==> src/rtl/gumnut_pkg.sv <==
// Shared types and defaults for the Gumnut PC / return-context unit.
package gumnut_pkg;

  localparam int PC_W = 12;

  typedef logic [PC_W-1:0] pc_t;

  typedef enum logic {
    RUN = 1'b0,
    ISR = 1'b1
  } state_t;

  localparam pc_t DEF_RESET_PC   = 12'h000;
  localparam pc_t DEF_INT_VECTOR = 12'h001;

endpackage

==> src/rtl/return_stack.sv <==
// Parameterized return-address LIFO with sticky error on overflow, underflow or push/pop conflict.
module return_stack #(
  parameter int                W         = 12,
  parameter int                DEPTH     = 8,
  parameter logic [W-1:0]      EMPTY_VAL = '0
) (
  input  logic         clk,
  input  logic         rst,
  input  logic         push,
  input  logic         pop,
  input  logic [W-1:0] din,
  output logic [W-1:0] top,
  output logic         full,
  output logic         empty,
  output logic         err
);
  import gumnut_pkg::*;

  localparam int AW = $clog2(DEPTH);
  localparam logic [AW:0] FULL_CNT = (AW+1)'(DEPTH);

  logic [W-1:0]  mem [DEPTH];
  logic [AW:0]   count;
  logic [AW:0]   count_n;
  logic          err_n;
  logic          do_push;
  logic [AW-1:0] rd_idx;

  assign full   = (count == FULL_CNT);
  assign empty  = (count == '0);
  // Low bits wrap to DEPTH-1 when the stack is full, so this stays in range.
  assign rd_idx = count[AW-1:0] - AW'(1);
  assign top    = empty ? EMPTY_VAL : mem[rd_idx];

  // Next occupancy and error flag from the gated push/pop requests.
  always_comb begin
    count_n = count;
    err_n   = err;
    do_push = 1'b0;
    if (push && pop) begin
      err_n = 1'b1;
    end else if (push) begin
      if (full) begin
        err_n = 1'b1;
      end else begin
        do_push = 1'b1;
        count_n = count + (AW+1)'(1);
      end
    end else if (pop) begin
      if (empty) begin
        err_n = 1'b1;
      end else begin
        count_n = count - (AW+1)'(1);
      end
    end else begin
      count_n = count;
    end
  end

  // Occupancy and sticky error registers.
  always_ff @(posedge clk or posedge rst) begin
    if (rst) begin
      count <= '0;
      err   <= 1'b0;
    end else begin
      count <= count_n;
      err   <= err_n;
    end
  end

  // Storage is unobservable while empty, so it needs no reset.
  always_ff @(posedge clk) begin
    if (do_push) begin
      mem[count[AW-1:0]] <= din;
    end
  end

endmodule

==> src/rtl/pc_return_unit.sv <==
// Gumnut program counter, interrupt entry/exit context and return-stack wrapper.
module pc_return_unit
  import gumnut_pkg::*;
#(
  parameter int                PC_W       = gumnut_pkg::PC_W,
  parameter int                DEPTH      = 8,
  parameter logic [PC_W-1:0]   RESET_PC   = DEF_RESET_PC,
  parameter logic [PC_W-1:0]   INT_VECTOR = DEF_INT_VECTOR
) (
  input  logic            clk_i,
  input  logic            rst_i,
  input  logic            pc_en_i,
  input  logic [PC_W-1:0] next_pc_i,
  input  logic            jsb_i,
  input  logic            ret_i,
  input  logic            reti_i,
  input  logic            enai_i,
  input  logic            disi_i,
  input  logic            int_req_i,
  input  logic            carry_i,
  input  logic            zero_i,
  output logic [PC_W-1:0] pc_o,
  output logic [PC_W-1:0] stackaddr_o,
  output logic [PC_W-1:0] intpc_o,
  output logic            int_ack_o,
  output logic            restore_flags_o,
  output logic            carry_o,
  output logic            zero_o,
  output logic            stack_full_o,
  output logic            stack_empty_o,
  output logic            stack_err_o
);

  state_t          state, state_n;
  logic [PC_W-1:0] pc, pc_n;
  logic [PC_W-1:0] intpc, intpc_n;
  logic            ie, ie_n;
  logic            carry, carry_n;
  logic            zero, zero_n;
  logic            ack, ack_n;
  logic            restore, restore_n;
  logic            take;

  return_stack #(
    .W         (PC_W),
    .DEPTH     (DEPTH),
    .EMPTY_VAL (RESET_PC)
  ) u_stack (
    .clk   (clk_i),
    .rst   (rst_i),
    .push  (pc_en_i & jsb_i),
    .pop   (pc_en_i & ret_i),
    .din   (pc + PC_W'(1)),
    .top   (stackaddr_o),
    .full  (stack_full_o),
    .empty (stack_empty_o),
    .err   (stack_err_o)
  );

  // Boundary decisions: PC, interrupt entry/exit, enable flag and pulses.
  always_comb begin
    state_n   = state;
    pc_n      = pc;
    intpc_n   = intpc;
    ie_n      = ie;
    carry_n   = carry;
    zero_n    = zero;
    ack_n     = 1'b0;
    restore_n = 1'b0;
    take      = 1'b0;
    if (pc_en_i) begin
      take = (state == RUN) && ie && int_req_i && !reti_i;
      pc_n = take ? INT_VECTOR : next_pc_i;
      case (state)
        RUN: begin
          if (take) begin
            state_n = ISR;
            intpc_n = next_pc_i;
            carry_n = carry_i;
            zero_n  = zero_i;
          end else begin
            state_n = RUN;
          end
        end
        ISR: begin
          if (reti_i) begin
            state_n   = RUN;
            restore_n = 1'b1;
          end else begin
            state_n = ISR;
          end
        end
        default: state_n = RUN;
      endcase
      // Entry beats disi, disi beats enai, explicit requests beat the reti re-enable.
      if (take) begin
        ie_n = 1'b0;
      end else if (disi_i) begin
        ie_n = 1'b0;
      end else if (enai_i) begin
        ie_n = 1'b1;
      end else if ((state == ISR) && reti_i) begin
        ie_n = 1'b1;
      end else begin
        ie_n = ie;
      end
      ack_n = take;
    end else begin
      state_n = state;
    end
  end

  // Architectural state and registered pulses.
  always_ff @(posedge clk_i or posedge rst_i) begin
    if (rst_i) begin
      state   <= RUN;
      pc      <= RESET_PC;
      intpc   <= RESET_PC;
      ie      <= 1'b0;
      carry   <= 1'b0;
      zero    <= 1'b0;
      ack     <= 1'b0;
      restore <= 1'b0;
    end else begin
      state   <= state_n;
      pc      <= pc_n;
      intpc   <= intpc_n;
      ie      <= ie_n;
      carry   <= carry_n;
      zero    <= zero_n;
      ack     <= ack_n;
      restore <= restore_n;
    end
  end

  assign pc_o            = pc;
  assign intpc_o         = intpc;
  assign int_ack_o       = ack;
  assign restore_flags_o = restore;
  assign carry_o         = carry;
  assign zero_o          = zero;

endmodule

==> config.mk <==
export PLATFORM = sky130hd
export DESIGN_NAME = pc_return_unit
export DESIGN_NICKNAME = d
export VERILOG_FILES = /design/src/rtl/gumnut_pkg.sv /design/src/rtl/return_stack.sv /design/src/rtl/pc_return_unit.sv
export SDC_FILE = /design/constraint.sdc
export NUM_CORES = 1
export LEC_CHECK = 0
export ABC_AREA = 1
export CAP_MARGIN = 20
export CORE_AREA = 2 2 160 162
export CTS_CLUSTER_DIAMETER = 150
export DETAILED_ROUTE_END_ITERATION = 10
export DIE_AREA = 0 0 162 164
export PLACE_DENSITY_LB_ADDON = 0.12
export SLEW_MARGIN = 20
export SYNTH_ARGS = -nofsm -noshare
export SYNTH_HDL_FRONTEND = slang
export SYNTH_HIERARCHICAL = 1
export SYNTH_SLANG_ARGS = --single-unit
==> constraint.sdc <==
create_clock -name clk_i -period 3.87 [get_ports clk_i]
set_input_delay 0.387 -clock clk_i [delete_from_list [all_inputs] [get_ports clk_i]]
set_output_delay 0.387 -clock clk_i [all_outputs]
set_load 0.05 [all_outputs]
---- Word level (Yosys, flattened, before mapping) ----
Memory sizes are Yosys's and may differ from the RTL's.
Index checks and enable logic that the tools add are counted.
storage, ports and cells
  output and inout bits ................... 43
  RAM bits ................................ 96
  logic and storage cells ................. 65
  memories kept ........................... 1
  flip-flop bits (word level) ............. 35
memories
  name         depth  width  read ports  clocked after memory_dff  write ports  line                text
  u_stack.mem  8      12     1           0                         1            return_stack.sv:22  logic [W-1:0] mem [DEPTH];
operators by class
  add/subtract/negate cells ............... 4
  multiplexer cells ....................... 27
  equality and inequality tests ........... 4
  bitwise logic cells ..................... 4
  reduce and logical (&&, ||, !) cells .... 15
operators by type and width
  kind                                                                      count
  12-bit two-way mux                                                        2
  1-bit two-way mux                                                         20
  4-bit two-way mux                                                         4
  12-bit by 1-bit adder with 12-bit output (second input constant)          1
  3-bit AND reduction                                                       2
  3-bit nonzero test                                                        2
  1-bit logical AND                                                         5
  4-bit by 1-bit adder with 4-bit output (second input constant)            1
  4-bit == test (second input constant)                                     1
  4-bit logical NOT                                                         1
  4-bit AND reduction                                                       1
  4-bit nonzero test                                                        1
  4-bit by 1-bit subtractor with 4-bit output (second input constant)       1
  3-bit inequality test (second input constant)                             1
  3-bit by 1-bit subtractor with 3-bit output (second input constant)       1
  1-bit AND                                                                 2
  2-bit by 1-bit inequality test with 1-bit output (second input constant)  1
  2-bit inequality test (second input constant)                             1
  1-bit inverter                                                            2
  1-bit one-hot mux with 2 select lines                                     1
  2-bit AND reduction                                                       1
  2-bit nonzero test                                                        1
  1-bit logical NOT                                                         1

---- Depth between registers and ports, before layout ----
Gate-level depths: netlist of the first run.
  word-level depth ........................ 6
  mapped depth ............................ 12
  depth with buffers taken out ............ 10

---- Hierarchy ----
The synthesis of the first run kept the hierarchy.
by module, submodules not included
  module          cells each  area an instance (um^2)  times used
  return_stack    477         4,703.3                  1
  pc_return_unit  183         1,443.9                  1

---- Least setup slack after synthesis of the first run ----
OpenSTA, ideal clock, no wires.
  path kind ............................... reg-to-output
  start point ............................. reg u_stack.count[0]
  end point ............................... out stackaddr_o[10]
  cell stages (with the launch flop) ...... 12
  path buffers ............................ 4
  data arrival time ....................... 2.326 ns
  data required time ...................... 3.483 ns
  path slack .............................. 1.157 ns
  cells stage by stage .................... dfrtp_1 -> buf_4 -> inv_2 -> buf_2 -> ha_1 -> buf_2 -> inv_1 -> buf_4 -> nand3_1 -> nand3_2 -> nand2_1 -> nor2_1
between the ends
  word-level cells in the longest chain between the ends .. 3
  elaborated cells on any way between the ends .. 4
  classes of those cells .................. 1 x add/sub; 1 x mux; 1 x reduce/logical; 1 x memory
RTL lines
  element                                      line                  text
  start: declaration                           return_stack.sv:23    logic [AW:0] count;
  start signal: assignment                     return_stack.sv:66    count <= count_n;
  3-bit by 1-bit subtractor with 3-bit output  return_stack.sv:32    assign rd_idx = count[AW-1:0] - AW'(1);
  named net u_stack.rd_idx[0]                  return_stack.sv:27    logic [AW-1:0] rd_idx;
  memory read 8 x 12 bit                       n/a
  12-bit two-way mux                           return_stack.sv:33    assign top = empty ? EMPTY_VAL : mem[rd_idx];
  end: declaration                             pc_return_unit.sv:23  output logic [PC_W-1:0] stackaddr_o,
The timed path passes the listed nets, and every way through them passes these cells.

---- Worst setup path in the final report of the first run ----
  start point ............................. reg u_stack.count[1]
  end point ............................... out stackaddr_o[7]
between the ends
  word-level cells in the longest chain between the ends .. 3
  elaborated cells on any way between the ends .. 4
  classes of those cells .................. 1 x add/sub; 1 x mux; 1 x reduce/logical; 1 x memory
RTL lines
  element                                      line
  3-bit by 1-bit subtractor with 3-bit output  return_stack.sv:32
  memory read 8 x 12 bit                       n/a
  12-bit two-way mux *                         return_stack.sv:33
Mark *: on every way between the ends. The rest lies on a longest branch, timed or not.

==> results of run 1 <==
## cell type report
cell class,instances,area share
flip-flops and latches,131,0.475
multi-input cells,378,0.222
repair buffers,82,0.113
inverters,126,0.0601
clock buffers,18,0.0542
well taps,330,0.0522
clock inverters,14,0.0236
## synth_stat cells (all sizes together)
library cell	n
nand2	217
nand4	3
ha	5
xor2	9
xnor2	2
edfxtp	96
dfrtp	35
clkbuf	1
o21ai	11
nor2	38
buf	24
fa	1
nor3	8
inv	126
nand3	81
a21oi	2
o22ai	1
## metal layers
metal	GRT usage	wire [µm]	up-vias
met2	0.207	7560	97
met5	0	0	-
li1	-	-	2212
met3	0.0275	748	19
met1	0.186	8010	2096
met4	0.0455	288	0
## logic make-up after synthesis
| group | count (synthesis) |
|---|---|
| compound gates | 14 |
| xor+xnor | 11 |
| fa+ha+maj | 6 |
| buf+inv | 151 |
| flops | 131 |
| simple gates | 347 |
## cell usage in the layout, fill, tap and decap left out, types with 12 or more instances in the layout
cell,n
buf_4,19
nor2_1,36
nand2_1,215
nand3_1,71
clkdlybuf4s50_1,51
edfxtp_1,96
clkbuf_16,17
inv_1,122
dfrtp_1,35
buf_12,12
## worst max-delay path: stages (launching register included)
cell,delay (ns)
dfrtp_1,0.42
inv_1,0.12
ha_1,0.31
buf_4,0.24
inv_1,0.64
nand3_1,0.25
nand3_2,0.10
nand2_1,0.05
nor2_1,0.21
buf_12,0.17
## power breakdown
group | total (mW) | internal (mW) | switching [mW]
Sequential | 1.78 | 1.69 | 0.0925
Clock | 1.68 | 1.07 | 0.605
Combinational | 4.00 | 1.47 | 2.53
Total | 7.46 | 4.23 | 3.23
## registers in the layout (all words and copies together), names as in the netlist, 4 cells and up
signal,flops
u_stack/mem,96
intpc_o,12
pc_o,12
u_stack/count,4
## metrics by stage
step,power [mW],std cells,hold WS [ns],instance area (µm²),util
after floorplan,4.23,660,0.166,6150,-
after global placement,5.86,1047,0.455,7300,0.294
after detailed placement,5.86,1047,0.456,7300,0.294
after CTS,7.55,1079,0.223,7910,0.319
after global routing,7.89,1079,0.238,7910,0.319
final,7.46,1079,0.215,7910,0.319
## final timing paths
path                             startpoint                to  slack (ns)
setup / recovery           u_stack/count[1]    stackaddr_o[7]        0.55
hold / removal                        rst_i       u_stack/err        0.22
setup reg to reg           u_stack/count[0]  u_stack/count[0]        1.68
hold reg to reg                 u_stack/err       u_stack/err        0.47
max in group asynchronous             rst_i        intpc_o[4]        3.19
min in group clk_i              u_stack/err       u_stack/err        0.47
==> results.cfg, run 1 <==
[routing]
routed_wl_um = 16600
vias = 4424
antenna_left = 0
firstDrtPassIters = 4
via_per_inst = 4.10
drc = 0
avgRoutedWirePerCell_um = 15.4
dr.first_iter.drc_count = 251

[synth]
synthCells = 660
synthAdderAreaFrac = 0.0134
synth.distinct_cells = 28
synth_compound_area_frac = 0.0116
synth_top_family_by_area = simple AND/OR/NAND/NOR gates
synth-seq-cells = 131
yosys-top-cells-area = edfxtp_1, dfrtp_1, nand2_1
syn-num-nets = 689
muxShareOfSynthArea = 0
yosys.area_share.xor_xnor = 0.0169
yosysTopAreaCellShare = 0.469
synth_simple_gate_area_frac = 0.244
yosys.area.top_type = edfxtp_1
syn-cell-area_um2 = 6150
avgSynthCellArea_um2 = 9.31
ys_seq_area_frac = 0.611
yosysWarnings = 6

[timing]
fin_setup_tns_ns = 0
fmax_ghz = 0.301
maxSlewHeadroom = 0.390
worstMarginPinSlew_ns = 0.912
finalCriticalPeriod_ns = 3.32
setup_viol = 0
min_period_over_period = 0.859
setup_slack_ns = 0.547
grt_setup_unrepaired = false
hold_viol = 0
skew_ns = 0.00874
slew_viol_final = 0

[clocking]
numCtsBuffers = 17
root_buffer = clkbuf_16
ctsHoldBuffers = 0
cts_max_path_buffers = 2
clk_latency_ns = 0.42
htree_levels = 4
cts.sinks = 131
post_cts_resize_count = 0
cts_setup_buffers = 0
cts.clk_slew.worst_paths_ns = 0.06
cts_tree = done

[floorplanning]
initial_utilization = 0.248
fp.dieW_um = 162
fp-row-count = 58
dieArea_um2 = 26600
io_pins = 66
die_y_um = 164
core_um2 = 24800

[power]
leakage_nw = 3.61
ir_drop_mv = 0.570
power_density_nw_per_um2 = 943

[hold_path]
hold_path_class = input pin to async pin

[finish]
seq_area_um2 = 3760
multi_input_area_um2 = 1760
diodes = 0
nFillCells = 2634
drive_above_1_share = 0.107
nets = 765
area_growth_pct = 28.7

[worst_setup_path]
cp_data_arrival_time_ns = 2.94
critPathCaptureType = output pin
crit_path_start_kind = flip-flop
rr_worst_depth = 7
crit_required_ns = 3.48
path_class = flip-flop to output pin
crit_fanout = 25

[placed_design]
hpwl_um = 11500
place_congestion = 0.817
pre_cts_slack_ns = 0.992
port_buffers = 65

[global_routing]
grt-ovfl-total = 0
grtUsageTotal = 0.134
grt_pass1_vias = 4450
grt_max_degree = 55
grt_first_pass_wirelength_um = 26400
antenna_found_initial = 0

[run_status]
outcome = completed

[job]
drv_cap = 0
(Power assumes the default switching activity.)
==> inputs of run 2 (changes only) <==
CTS_CLUSTER_SIZE = 8   (was default)
PLACE_DENSITY_LB_ADDON = default   (was 0.12)
SKIP_LAST_GASP = 1   (was default)
==> run 2 against run 1 <==
Total power down 2.9%. Largest power group unchanged. Final cell count down 0.28%. Worst setup slack better by 0.029 ns. Highest routed layer unchanged. Critical path type unchanged.
==> results.cfg, run 2 (same netlist as run 1, synthesis figures left out) <==
[run_status]
outcome = completed

[clocking]
htree_levels = 4
ctsHoldBuffers = 0
cts_max_path_buffers = 2
post_cts_resize_count = 0
root_buffer = clkbuf_16
cts_tree = done
cts.clk_slew.worst_paths_ns = 0.06
cts_setup_buffers = 0
cts.sinks = 131
clk_latency_ns = 0.42
numCtsBuffers = 17

[timing]
min_period_over_period = 0.851
finalCriticalPeriod_ns = 3.29
skew_ns = 0.00851
worstMarginPinSlew_ns = 0.868
fin_hold_ws_ns = 0.207
fmax_ghz = 0.304
setup_viol = 0
hold_viol = 0
grt_setup_unrepaired = false
fin_setup_tns_ns = 0
slew_viol_final = 0
setup_slack_ns = 0.576
maxSlewHeadroom = 0.421

[global_routing]
grt-ovfl-total = 0
grt_max_degree = 55
grt_pass1_vias = 4286
grtUsageTotal = 0.112
antenna_found_initial = 0
grt_first_pass_wirelength_um = 22900

[hold_path]
hold_path_class = input pin to async pin

[finish]
diodes = 0
nFillCells = 2600
fin_cells = 1076
nets = 762
area_growth_pct = 27.4
seq_area_um2 = 3760
mostFrequentLayoutCells = nand2_1, inv_1, edfxtp_1, nand3_1, clkdlybuf4s50_1
multi_input_area_um2 = 1760
final_util = 0.316
drive_above_1_share = 0.103
largest_register_ffs = 96
final_common_cell = nand2_1
final_area_um2 = 7830

[floorplanning]
core_um2 = 24800
fp.dieW_um = 162
io_pins = 66
fp-row-count = 58
die_y_um = 164
dieArea_um2 = 26600
initial_utilization = 0.248

[placed_design]
place_congestion = 0.749
hpwl_um = 9740
pre_cts_slack_ns = 1.05
place_area_um2 = 7280
port_buffers = 65
dp_cells = 1044

[power]
total_power_mw = 7.24
leakage_nw = 3.57
ir_drop_mv = 0.516
power_density_nw_per_um2 = 924

[job]
drv_cap = 0

[worst_setup_path]
crit_fanout = 27
critPathCaptureType = output pin
crit_path_start_kind = flip-flop
crit_required_ns = 3.48
cp_data_arrival_time_ns = 2.91
path_class = flip-flop to output pin

[routing]
via_per_inst = 4.05
routed_wl_um = 14200
drc = 0
antenna_left = 0
avgRoutedWirePerCell_um = 13.2
dr.first_iter.drc_count = 304
firstDrtPassIters = 4
vias = 4359
run 2: final cells by class:
type                            instances  area share
Inverter                              126      0.0607
Clock buffer                           18      0.0548
Clock inverter                         14      0.0163
Tap cell                              330      0.0527
Timing Repair Buffer                   79       0.111
Sequential cell                       131       0.480
Multi-Input combinational cell        378       0.224
run 2: per-layer routing:
layer | up-vias | routed length [µm] | GRT usage
li1 | 2215 | - | -
met1 | 2015 | 6420 | 0.141
met2 | 117 | 6700 | 0.188
met3 | 12 | 911 | 0.0316
met4 | 0 | 161 | 0.0326
met5 | - | 0 | 0
run 2: path summary, 6_finish.rpt:
kind	from	end	slack, ns	cells past startpoint
worst max-delay path	u_stack/count[0]	stackaddr_o[6]	0.58	8
max in group asynchronous	rst_i	intpc_o[1]	3.21	3
worst max register to register	u_stack/count[0]	u_stack/count[0]	1.49	7
worst min-delay path	rst_i	u_stack/err	0.21	2
worst min register to register	u_stack/err	u_stack/err	0.47	2
min in group clk_i	u_stack/err	u_stack/err	0.47	2
run 2: critical path: stages (launching register included):
cell     delay, ns
dfrtp_1       0.39
inv_2         0.35
ha_1          0.32
inv_1         0.64
nand3_1       0.15
nand2_1       0.12
nor2_1        0.05
nor2_1        0.29
buf_12        0.18
run 2: power breakdown:
part	switching, mW	internal, mW
combinational	2.48	1.46
clock	0.621	0.891
sequential	0.0931	1.69
==> inputs of run 3 (changes only) <==
HOLD_SLACK_MARGIN = 0.1   (was default)
==> results of run 3 <==
Same layout as run 2: the final DEF is identical, and so are final timing and power.
